==> src/rtl/arashi_thread_cache_mt_if.sv <==
// arashi_thread_cache_mt_if: shared write port plus arbitrated pop port
// for the multi-thread cache; master drives requests, slave answers.
interface arashi_thread_cache_mt_if #(
  parameter int DATA_WIDTH = 32,
  parameter int THREADS    = 4
);
  localparam int TID_W = $clog2(THREADS);

  logic                  w_ena;
  logic [TID_W-1:0]      w_tid;
  logic [DATA_WIDTH-1:0] data_in;
  logic                  w_ready;
  logic                  r_ena;
  logic                  r_valid;
  logic [TID_W-1:0]      r_tid;
  logic [DATA_WIDTH-1:0] data_out;
  logic [THREADS-1:0]    avail;
  logic [THREADS-1:0]    full;

  modport master (
    output w_ena, w_tid, data_in, r_ena,
    input  w_ready, r_valid, r_tid, data_out,
    input  avail, full
  );

  modport slave (
    input  w_ena, w_tid, data_in, r_ena,
    output w_ready, r_valid, r_tid, data_out,
    output avail, full
  );
endinterface

==> src/rtl/arashi_thread_cache_mt.sv <==
// arashi_thread_cache_mt: THREADS independent FIFOs behind one write port
// and a round-robin pop port with registered output and lookahead avail.
module arashi_thread_cache_mt #(
  parameter int DATA_WIDTH = 32,
  parameter int DEPTH      = 4,
  parameter int THREADS    = 4
) (
  input logic                      clk,
  input logic                      rst,
  arashi_thread_cache_mt_if.slave  bus
);
  localparam int TID_W = $clog2(THREADS);
  localparam int PTR_W = $clog2(DEPTH);
  localparam int CNT_W = $clog2(DEPTH + 1);

  logic [DATA_WIDTH-1:0] buff [THREADS][DEPTH];
  logic [PTR_W-1:0]      w_ptr [THREADS];
  logic [PTR_W-1:0]      r_ptr [THREADS];
  logic [CNT_W-1:0]      count [THREADS];
  logic [TID_W-1:0]      last_gnt;
  logic [TID_W-1:0]      gnt;
  logic                  any;
  logic                  wr_acc;
  logic                  rd_acc;
  logic [THREADS-1:0]    wr_hit;
  logic [THREADS-1:0]    rd_hit;
  logic [THREADS-1:0]    full_v;
  logic [THREADS-1:0]    avail_v;
  logic                  r_valid_q;
  logic [TID_W-1:0]      r_tid_q;
  logic [DATA_WIDTH-1:0] data_q;

  // round-robin grant over registered counts, starting after last_gnt
  always_comb begin
    int idx;
    gnt = '0;
    any = 1'b0;
    idx = 0;
    for (int i = 1; i <= THREADS; i++) begin
      idx = (int'(last_gnt) + i) % THREADS;
      if (!any && count[idx] != '0) begin
        any = 1'b1;
        gnt = TID_W'(idx);
      end
    end
  end

  // accept/pop decode and per-thread status
  always_comb begin
    wr_acc  = bus.w_ena && !full_v[bus.w_tid];
    rd_acc  = bus.r_ena && any;
    wr_hit  = '0;
    rd_hit  = '0;
    full_v  = '0;
    avail_v = '0;
    for (int t = 0; t < THREADS; t++) begin
      full_v[t] = (count[t] == CNT_W'(DEPTH));
    end
    wr_acc = bus.w_ena && !full_v[bus.w_tid];
    for (int t = 0; t < THREADS; t++) begin
      wr_hit[t] = wr_acc && (bus.w_tid == TID_W'(t));
      rd_hit[t] = rd_acc && (gnt == TID_W'(t));
      if (count[t] == '0)
        avail_v[t] = bus.w_ena && (bus.w_tid == TID_W'(t));
      else if (count[t] == CNT_W'(1))
        avail_v[t] = !(rd_hit[t] && !wr_hit[t]);
      else
        avail_v[t] = 1'b1;
    end
  end

  // entry storage; not reset
  always_ff @(posedge clk) begin
    if (wr_acc)
      buff[bus.w_tid][w_ptr[bus.w_tid]] <= bus.data_in;
  end

  // pointers, counts, arbiter state and registered pop output
  always_ff @(posedge clk) begin
    if (rst) begin
      for (int t = 0; t < THREADS; t++) begin
        w_ptr[t] <= '0;
        r_ptr[t] <= '0;
        count[t] <= '0;
      end
      last_gnt  <= TID_W'(THREADS - 1);
      r_valid_q <= 1'b0;
      r_tid_q   <= '0;
      data_q    <= '0;
    end else begin
      for (int t = 0; t < THREADS; t++) begin
        if (wr_hit[t])
          w_ptr[t] <= w_ptr[t] + PTR_W'(1);
        if (rd_hit[t])
          r_ptr[t] <= r_ptr[t] + PTR_W'(1);
        if (wr_hit[t] && !rd_hit[t])
          count[t] <= count[t] + CNT_W'(1);
        else if (!wr_hit[t] && rd_hit[t])
          count[t] <= count[t] - CNT_W'(1);
      end
      r_valid_q <= rd_acc;
      if (rd_acc) begin
        data_q   <= buff[gnt][r_ptr[gnt]];
        r_tid_q  <= gnt;
        last_gnt <= gnt;
      end
    end
  end

  assign bus.w_ready  = !full_v[bus.w_tid];
  assign bus.full     = full_v;
  assign bus.avail    = avail_v;
  assign bus.r_valid  = r_valid_q;
  assign bus.r_tid    = r_tid_q;
  assign bus.data_out = data_q;
endmodule

==> src/flat_wrapper.sv <==
// flat-port wrapper written by rule: the top's interface ports become plain ports
module arashi_thread_cache_mt_flat 
#(
  parameter int DATA_WIDTH = 32,
  parameter int DEPTH      = 4,
  parameter int THREADS    = 4
)
  (clk, rst, bus_w_ena, bus_w_tid, bus_data_in, bus_r_ena, bus_w_ready, bus_r_valid, bus_r_tid, bus_data_out, bus_avail, bus_full);
  arashi_thread_cache_mt_if #(.DATA_WIDTH(DATA_WIDTH), .THREADS(THREADS)) bus_i ();
  input logic clk;
  input logic rst;
  input wire logic [$bits(bus_i.w_ena)-1:0] bus_w_ena;
  input wire logic [$bits(bus_i.w_tid)-1:0] bus_w_tid;
  input wire logic [$bits(bus_i.data_in)-1:0] bus_data_in;
  input wire logic [$bits(bus_i.r_ena)-1:0] bus_r_ena;
  output wire logic [$bits(bus_i.w_ready)-1:0] bus_w_ready;
  output wire logic [$bits(bus_i.r_valid)-1:0] bus_r_valid;
  output wire logic [$bits(bus_i.r_tid)-1:0] bus_r_tid;
  output wire logic [$bits(bus_i.data_out)-1:0] bus_data_out;
  output wire logic [$bits(bus_i.avail)-1:0] bus_avail;
  output wire logic [$bits(bus_i.full)-1:0] bus_full;
  assign bus_i.w_ena = bus_w_ena;
  assign bus_i.w_tid = bus_w_tid;
  assign bus_i.data_in = bus_data_in;
  assign bus_i.r_ena = bus_r_ena;
  assign bus_w_ready = bus_i.w_ready;
  assign bus_r_valid = bus_i.r_valid;
  assign bus_r_tid = bus_i.r_tid;
  assign bus_data_out = bus_i.data_out;
  assign bus_avail = bus_i.avail;
  assign bus_full = bus_i.full;
  arashi_thread_cache_mt #(.DATA_WIDTH(DATA_WIDTH), .DEPTH(DEPTH), .THREADS(THREADS)) u_core (.clk(clk), .rst(rst), .bus(bus_i));
endmodule
==> config.mk <==
export PLATFORM = sky130hd
export DESIGN_NAME = arashi_thread_cache_mt_flat
export DESIGN_NICKNAME = d
export VERILOG_FILES = /design/src/rtl/arashi_thread_cache_mt_if.sv /design/src/rtl/arashi_thread_cache_mt.sv /design/src/flat_wrapper.sv
export SDC_FILE = /design/constraint.sdc
export NUM_CORES = 1
export LEC_CHECK = 0
export ABC_AREA = 1
export ABC_CLOCK_PERIOD_IN_PS = 5200
export BUFFER_PORTS_ARGS = -buffer_cell sky130_fd_sc_hd__buf_2
export CELL_PAD_IN_SITES_DETAIL_PLACEMENT = 1
export CELL_PAD_IN_SITES_GLOBAL_PLACEMENT = 2
export CORE_UTILIZATION = 45
export CTS_CLUSTER_DIAMETER = 60
export DETAILED_ROUTE_END_ITERATION = 6
export GPL_TIMING_DRIVEN = 0
export PLACE_DENSITY = 0.91
export SETUP_SLACK_MARGIN = 0.1
export SLEW_MARGIN = 10
export SYNTH_ARGS = -nofsm -noshare
export SYNTH_HDL_FRONTEND = slang
export SYNTH_SLANG_ARGS = --single-unit
==> constraint.sdc <==
create_clock -name clk -period 5.2 [get_ports clk]
set_clock_uncertainty 0.1 [all_clocks]
set_input_delay 0.78 -clock clk [delete_from_list [all_inputs] [get_ports clk]]
set_output_delay 0.78 -clock clk [all_outputs]
set_load 0.1 [all_outputs]
==> Word level (Yosys, flattened, before mapping) <==
Memories as Yosys holds them, arrays and structs flattened.
Cells that the tools add are included.
{ "word_totals": {"memories": 4, "romBits": 0, "word_cells": 211, "latch_bits": 0, "regBits": 37, "out_inout_bits": 44, "ram_bits": 540, "in_bits": 38} }
{ "classes": {"n_addsub": 20, "div_mod_pow": 0, "n_mul": 0, "n_eq_ne": 14, "bitwise_logic": 18, "n_shift": 0, "reduce_logical": 52, "muxes": 95, "magnitude_cmp": 4} }
{ "memory_table": {"columns": ["memory", "words", "word_bits", "read_ports", "rd_clocked_by_memory_dff", "write_ports", "line", "source"], "rows": [
  ["u_core.buff", 4, 128, 1, 0, 1, "arashi_thread_cache_mt.sv:16", "logic [DATA_WIDTH-1:0] buff [THREADS][DEPTH];"],
  ["u_core.count", 4, 3, 8, 0, 4, "arashi_thread_cache_mt.sv:19", "logic [CNT_W-1:0] count [THREADS];"],
  ["u_core.r_ptr", 4, 2, 5, 0, 4, "arashi_thread_cache_mt.sv:18", "logic [PTR_W-1:0] r_ptr [THREADS];"],
  ["u_core.w_ptr", 4, 2, 5, 0, 4, "arashi_thread_cache_mt.sv:17", "logic [PTR_W-1:0] w_ptr [THREADS];"]
]} }
{ "ops": {"columns": ["cell", "count"], "rows": [
  ["128-bit 2-to-1 mux", 1],
  ["32-bit 2-to-1 mux", 3],
  ["1-bit 2-to-1 mux", 68],
  ["32-bit binary-select mux with 2-bit select", 1],
  ["32-bit demux with 2-bit select", 1],
  ["1-bit logical AND", 26],
  ["2-bit 2-to-1 mux", 12],
  ["3-bit 2-to-1 mux", 8],
  ["2-bit by 1-bit adder with 2-bit output, second input constant", 10],
  ["1-bit logical NOT", 16],
  ["1-bit bitwise OR", 16],
  ["3-bit by 1-bit adder with 3-bit output, second input constant", 4],
  ["3-bit by 1-bit == test with 1-bit output, second input constant", 4],
  ["3-bit == test, second input constant", 4],
  ["3-bit logical NOT", 4],
  ["3-bit nonzero test", 4],
  ["3-bit by 1-bit subtractor with 3-bit output, second input constant", 4],
  ["2-bit == test, second input constant", 4],
  ["3-bit >= comparator, second input constant", 2],
  ["2-bit NOT with 3-bit output", 2],
  ["2-bit adder, second input constant", 2],
  ["2-bit by 1-bit == test with 1-bit output, second input constant", 2],
  ["2-bit logical NOT", 2],
  ["2-bit by 3-bit < comparator with 1-bit output, second input constant", 1],
  ["2 further kinds", 2]
]} }

==> Depth between registers and ports, before layout <==
An unclocked memory read counts as a cell.
{ "logic_depth": {"ltp_word": 22, "depth_mapped": 23, "mapped_depth_nobuf": 19} }

==> Worst setup path before layout <==
OpenSTA, ideal clock, no wires.
{ "synth_path": {"path_type": "input -> output", "from": "input bus_w_tid[1]", "to": "output bus_avail[1]", "n_path_buf": 0, "required_time_ns": 4.320, "path_stages": 5, "t_arrival_ns": 3.217, "setup_slack_ns": 1.103, "cell_sequence": "inv_1 > nand2_1 > inv_1 > nand2_1 > o21ai_0"} }
{ "synth_between": {"elab_chain_cells": 10, "elab_cells_between_ends": 12, "classes_between": "eq/ne: 1; mux: 4; reduce/logical: 7"} }
{ "synth_rtl": {"columns": ["element", "line", "source"], "rows": [
  ["from (decl)", "flat_wrapper.sv:13", "input wire logic [$bits(bus_i.w_tid)-1:0] bus_w_tid;"],
  ["1-bit binary-select mux with 2-bit select", null, null],
  ["1-bit 2-to-1 mux (implied by the code)", "arashi_thread_cache_mt.sv:59", "wr_acc = bus.w_ena && !full_v[bus.w_tid];"],
  ["1-bit logical NOT", "arashi_thread_cache_mt.sv:59", null],
  ["1-bit logical AND", "arashi_thread_cache_mt.sv:59", null],
  ["1-bit logical AND", "arashi_thread_cache_mt.sv:61", "wr_hit[t] = wr_acc && (bus.w_tid == TID_W'(t));"],
  ["1-bit logical NOT", "arashi_thread_cache_mt.sv:66", "avail_v[t] = !(rd_hit[t] && !wr_hit[t]);"],
  ["1-bit logical AND", "arashi_thread_cache_mt.sv:66", null],
  ["1-bit logical NOT", "arashi_thread_cache_mt.sv:66", null],
  ["1-bit 2-to-1 mux", "arashi_thread_cache_mt.sv:65", "else if (count[t] == CNT_W'(1))"],
  ["1-bit 2-to-1 mux *", "arashi_thread_cache_mt.sv:63", "if (count[t] == '0)"],
  ["to (decl)", "flat_wrapper.sv:20", "output wire logic [$bits(bus_i.avail)-1:0] bus_avail;"]
]} }
Every way passes the cells marked *; elsewhere a longest branch is shown, timed or not. The select of a mux whose other input is x is not followed.

==> impl_metrics.py <==
metrics = {
    "run_status": {
        "status": "complete, no violations",
    },
    "finish": {
        "drive_gt1_share_pct": 14.7,
        "final_cell_mix": "631 x nand2_1, 627 x nand3_1, 540 x edfxtp_1, 191 x buf_2, 91 x nor2_1",
        "final_util_pct": 52.9,
        "final_net_count": 2498,
        "synthToLayoutAreaGrowth_pct": 15.5,
        "layout.area.seq_sq_um": 17000,
        "layout_commonest_cell": "nand2_1",
        "fin_cells": 3195,
        "num-fill-cells": 5807,
        "multi_input_area_sq_um": 6790,
    },
    "floorplan": {
        "top_level_ports": 82,
        "fp.dieH_um": 237,
        "fp.dieW_um": 237,
        "die_area_sq_um": 56000,
        "start_util_pct": 45.8,
        "core_area_sq_um": 54100,
        "rows": 85,
    },
    "worst_setup_path": {
        "reg2reg_to": "u_core.bus.data_out[1]",
        "cp_max_fo": 10,
        "reg2reg_slack_ns": 1.44,
        "worst_r2r_startpoint": "u_core.count[1][0]",
        "critPathKind": "reg -> out",
        "worstSetupStartpointType": "register",
        "end_kind": "primary output",
        "worstPathRequired_ns": 4.32,
        "cp.arrival_ns": 3.92,
        "reg2reg_depth": 18,
    },
    "yosys": {
        "syn_area_per_cell_sq_um": 10.9,
        "synth.distinct_cells": 36,
        "ys_ff_latch": 579,
        "synth_warnings": 0,
        "synth_nets": 2338,
        "synth_cells": 2284,
        "syn_area_sq_um": 24800,
        "synth_seq_area_share_pct": 68.6,
    },
    "route": {
        "wl_per_cell_um": 24.6,
        "wl_um": 78700,
        "drt-vias-per-instance": 5.78,
        "final_antenna_net_count": 0,
        "drtIter0Drc": 1537,
        "dr.pass1.iters": 5,
        "vias": 18476,
        "drc": 0,
    },
    "timing": {
        "finalSetupViolations": 0,
        "drv_slew": 0,
        "slew_headroom_pct": 25.3,
        "worstMarginPinSlew_ns": 1.12,
        "fin_crit_sh_pct": 92.4,
        "finalHoldViolCount": 0,
        "period_needed_ns": 4.80,
        "fmax_mhz": 208,
        "grt_setup_unrepaired": "false",
        "hold_slack_ns": 0.385,
    },
    "global_route": {
        "grt_pass1_vias": 19519,
        "grt_start_max_net_pins": 26,
        "antenna_found_initial": 2,
        "grt_pass1_wl_um": 119000,
        "grt_overflow_total": 0,
        "grt_usage_pct": 28.5,
    },
    "clocking": {
        "clk_latency_ns": 0.65,
        "cts_tree": "built",
        "postCtsSetupRepairBufs": 0,
        "cts_buffer_depth": 3,
        "clock_sinks": 579,
        "clkTransAtPathRegs_ns": 0.06,
        "root_buffer": "clkbuf_16",
        "cts_resized": 0,
        "cts_hold_buf": 0,
        "htree_num_levels": 2,
        "cts_buffers": 61,
    },
    "place": {
        "dp.cells": 3077,
        "routabilityCongestion": 0.844,
        "port-buffer-count": 81,
        "dp_hpwl_um": 54000,
    },
    "hold_path": {
        "min_path_type": "reg -> reg",
        "min_delay_worst_endpoint": "u_core.bus.r_tid[1]",
        "hp-start": "u_core.bus.r_tid[1]",
        "hold-path-cell-count": 2,
    },
    "flow_run": {
        "max-cap-violations": 0,
    },
}
layout make-up:
| type | count | area share, % |
|---|---|---|
| antenna | 2 | 0.0175 |
| sequential | 579 | 59.4 |
| clock buffer | 82 | 5.82 |
| multi-input combinational | 1463 | 23.7 |
| timing repair buffer | 97 | 2.72 |
| buffer | 147 | 2.66 |
| clock inverter | 34 | 1.38 |
| tap | 696 | 3.04 |
| inverter | 95 | 1.25 |
flip-flops by register name, summed over array words and instances, names as in the netlist, named ones only:
register             count
u_core.w_ptr             8
u_core.bus.r_tid         2
u_core.r_ptr             8
u_core.count            12
u_core.last_gnt          2
u_core.bus.r_valid       1
u_core.bus.data_out     32
u_core.buff            512
worst max-delay path, cell delays in order (launching register included):
cell and delay, ns:
edfxtp_1 0.44, inv_1 0.14, nand3_1 0.25, nand2_1 0.13
nand2_1 0.10, nand2_1 0.09, nand2_2 0.07, nor2_4 0.13
nand3_1 0.12, nand2_1 0.08, nand2_1 0.07, nand2_2 0.15
buf_2 0.33, buf_2 0.42, nor2_2 0.14, nand4_1 0.10
a21oi_1 0.06, inv_1 0.05, buf_2 0.41
cells by family (layout without fill, tap and decap cells):
family	Yosys count	count (layout)	synth area share [%]
flops	579	579	68.6
other cells	0	2	0
xor+xnor	16	16	0.565
simple gates	1403	1403	24.9
compound gates	28	28	0.687
fa+ha+maj	16	16	0.808
buf+inv	242	455	4.51
worst max path at each step:
| stage | start | to | slack, ns | cells past startpoint |
|---|---|---|---|---|
| after global routing | u_core.count[1][0] | bus_avail[3] | 0.19 | 18 |
| after CTS | u_core.count[1][0] | bus_avail[3] | 0.37 | 18 |
| after detailed placement | u_core.count[1][0] | bus_avail[3] | 1.08 | 18 |
| final | u_core.count[1][0] | bus_avail[3] | 0.40 | 18 |
| after global placement | bus_w_tid[0] | u_core.buff[0][82] | -0.47 | 10 |
| after floorplan | bus_w_tid[1] | bus_avail[1] | 1.10 | 5 |
synthesized netlist by cell type (all sizes together):
master  number  share of area (%)
a21oi        6               0.14
a221oi       1              0.035
clkinv       1              0.015
nand3      628                 13
nor2       114                1.8
ha          16               0.81
nand2      641                9.8
a22o         1              0.035
o21ai       14               0.30
inv         94                1.4
buf        132                2.8
a22oi        4               0.12
o21a         1              0.030
nand4        2              0.076
o211ai       1              0.030
clkbuf      15               0.23
nor3        14               0.33
xnor2       12               0.42
edfxtp     540                 65
nand3b       3              0.091
dfxtp       39                3.1
and2         1              0.025
xor2         4               0.14
stage by stage:
stage | TNS, ns | setup WS, ns | cell area [sq um]
6_report | 0 | 0.397 | 28600
5_1_grt | 0 | 0.190 | 28600
4_1_cts | 0 | 0.372 | 28600
3_5_place_dp | 0 | 1.08 | 26600
3_3_place_gp | -83.69 | -0.471 | 26100
2_1_floorplan | 0 | 1.10 | 24800
per-layer routing:
| metal | vias to the layer above | global-route usage (%) | part of all wire [%] |
|---|---|---|---|
| li1 | 8274 | - | - |
| met3 | 150 | 3.57 | 6.3 |
| met4 | 0 | 9.84 | 2.9 |
| met1 | 9369 | 36.9 | 41 |
| met5 | - | 0 | 0 |
| met2 | 683 | 49.3 | 50 |
Power is left out: the tool's default activity adds up to more than one toggle a clock period on the data nets, which glitch-free logic cannot reach.
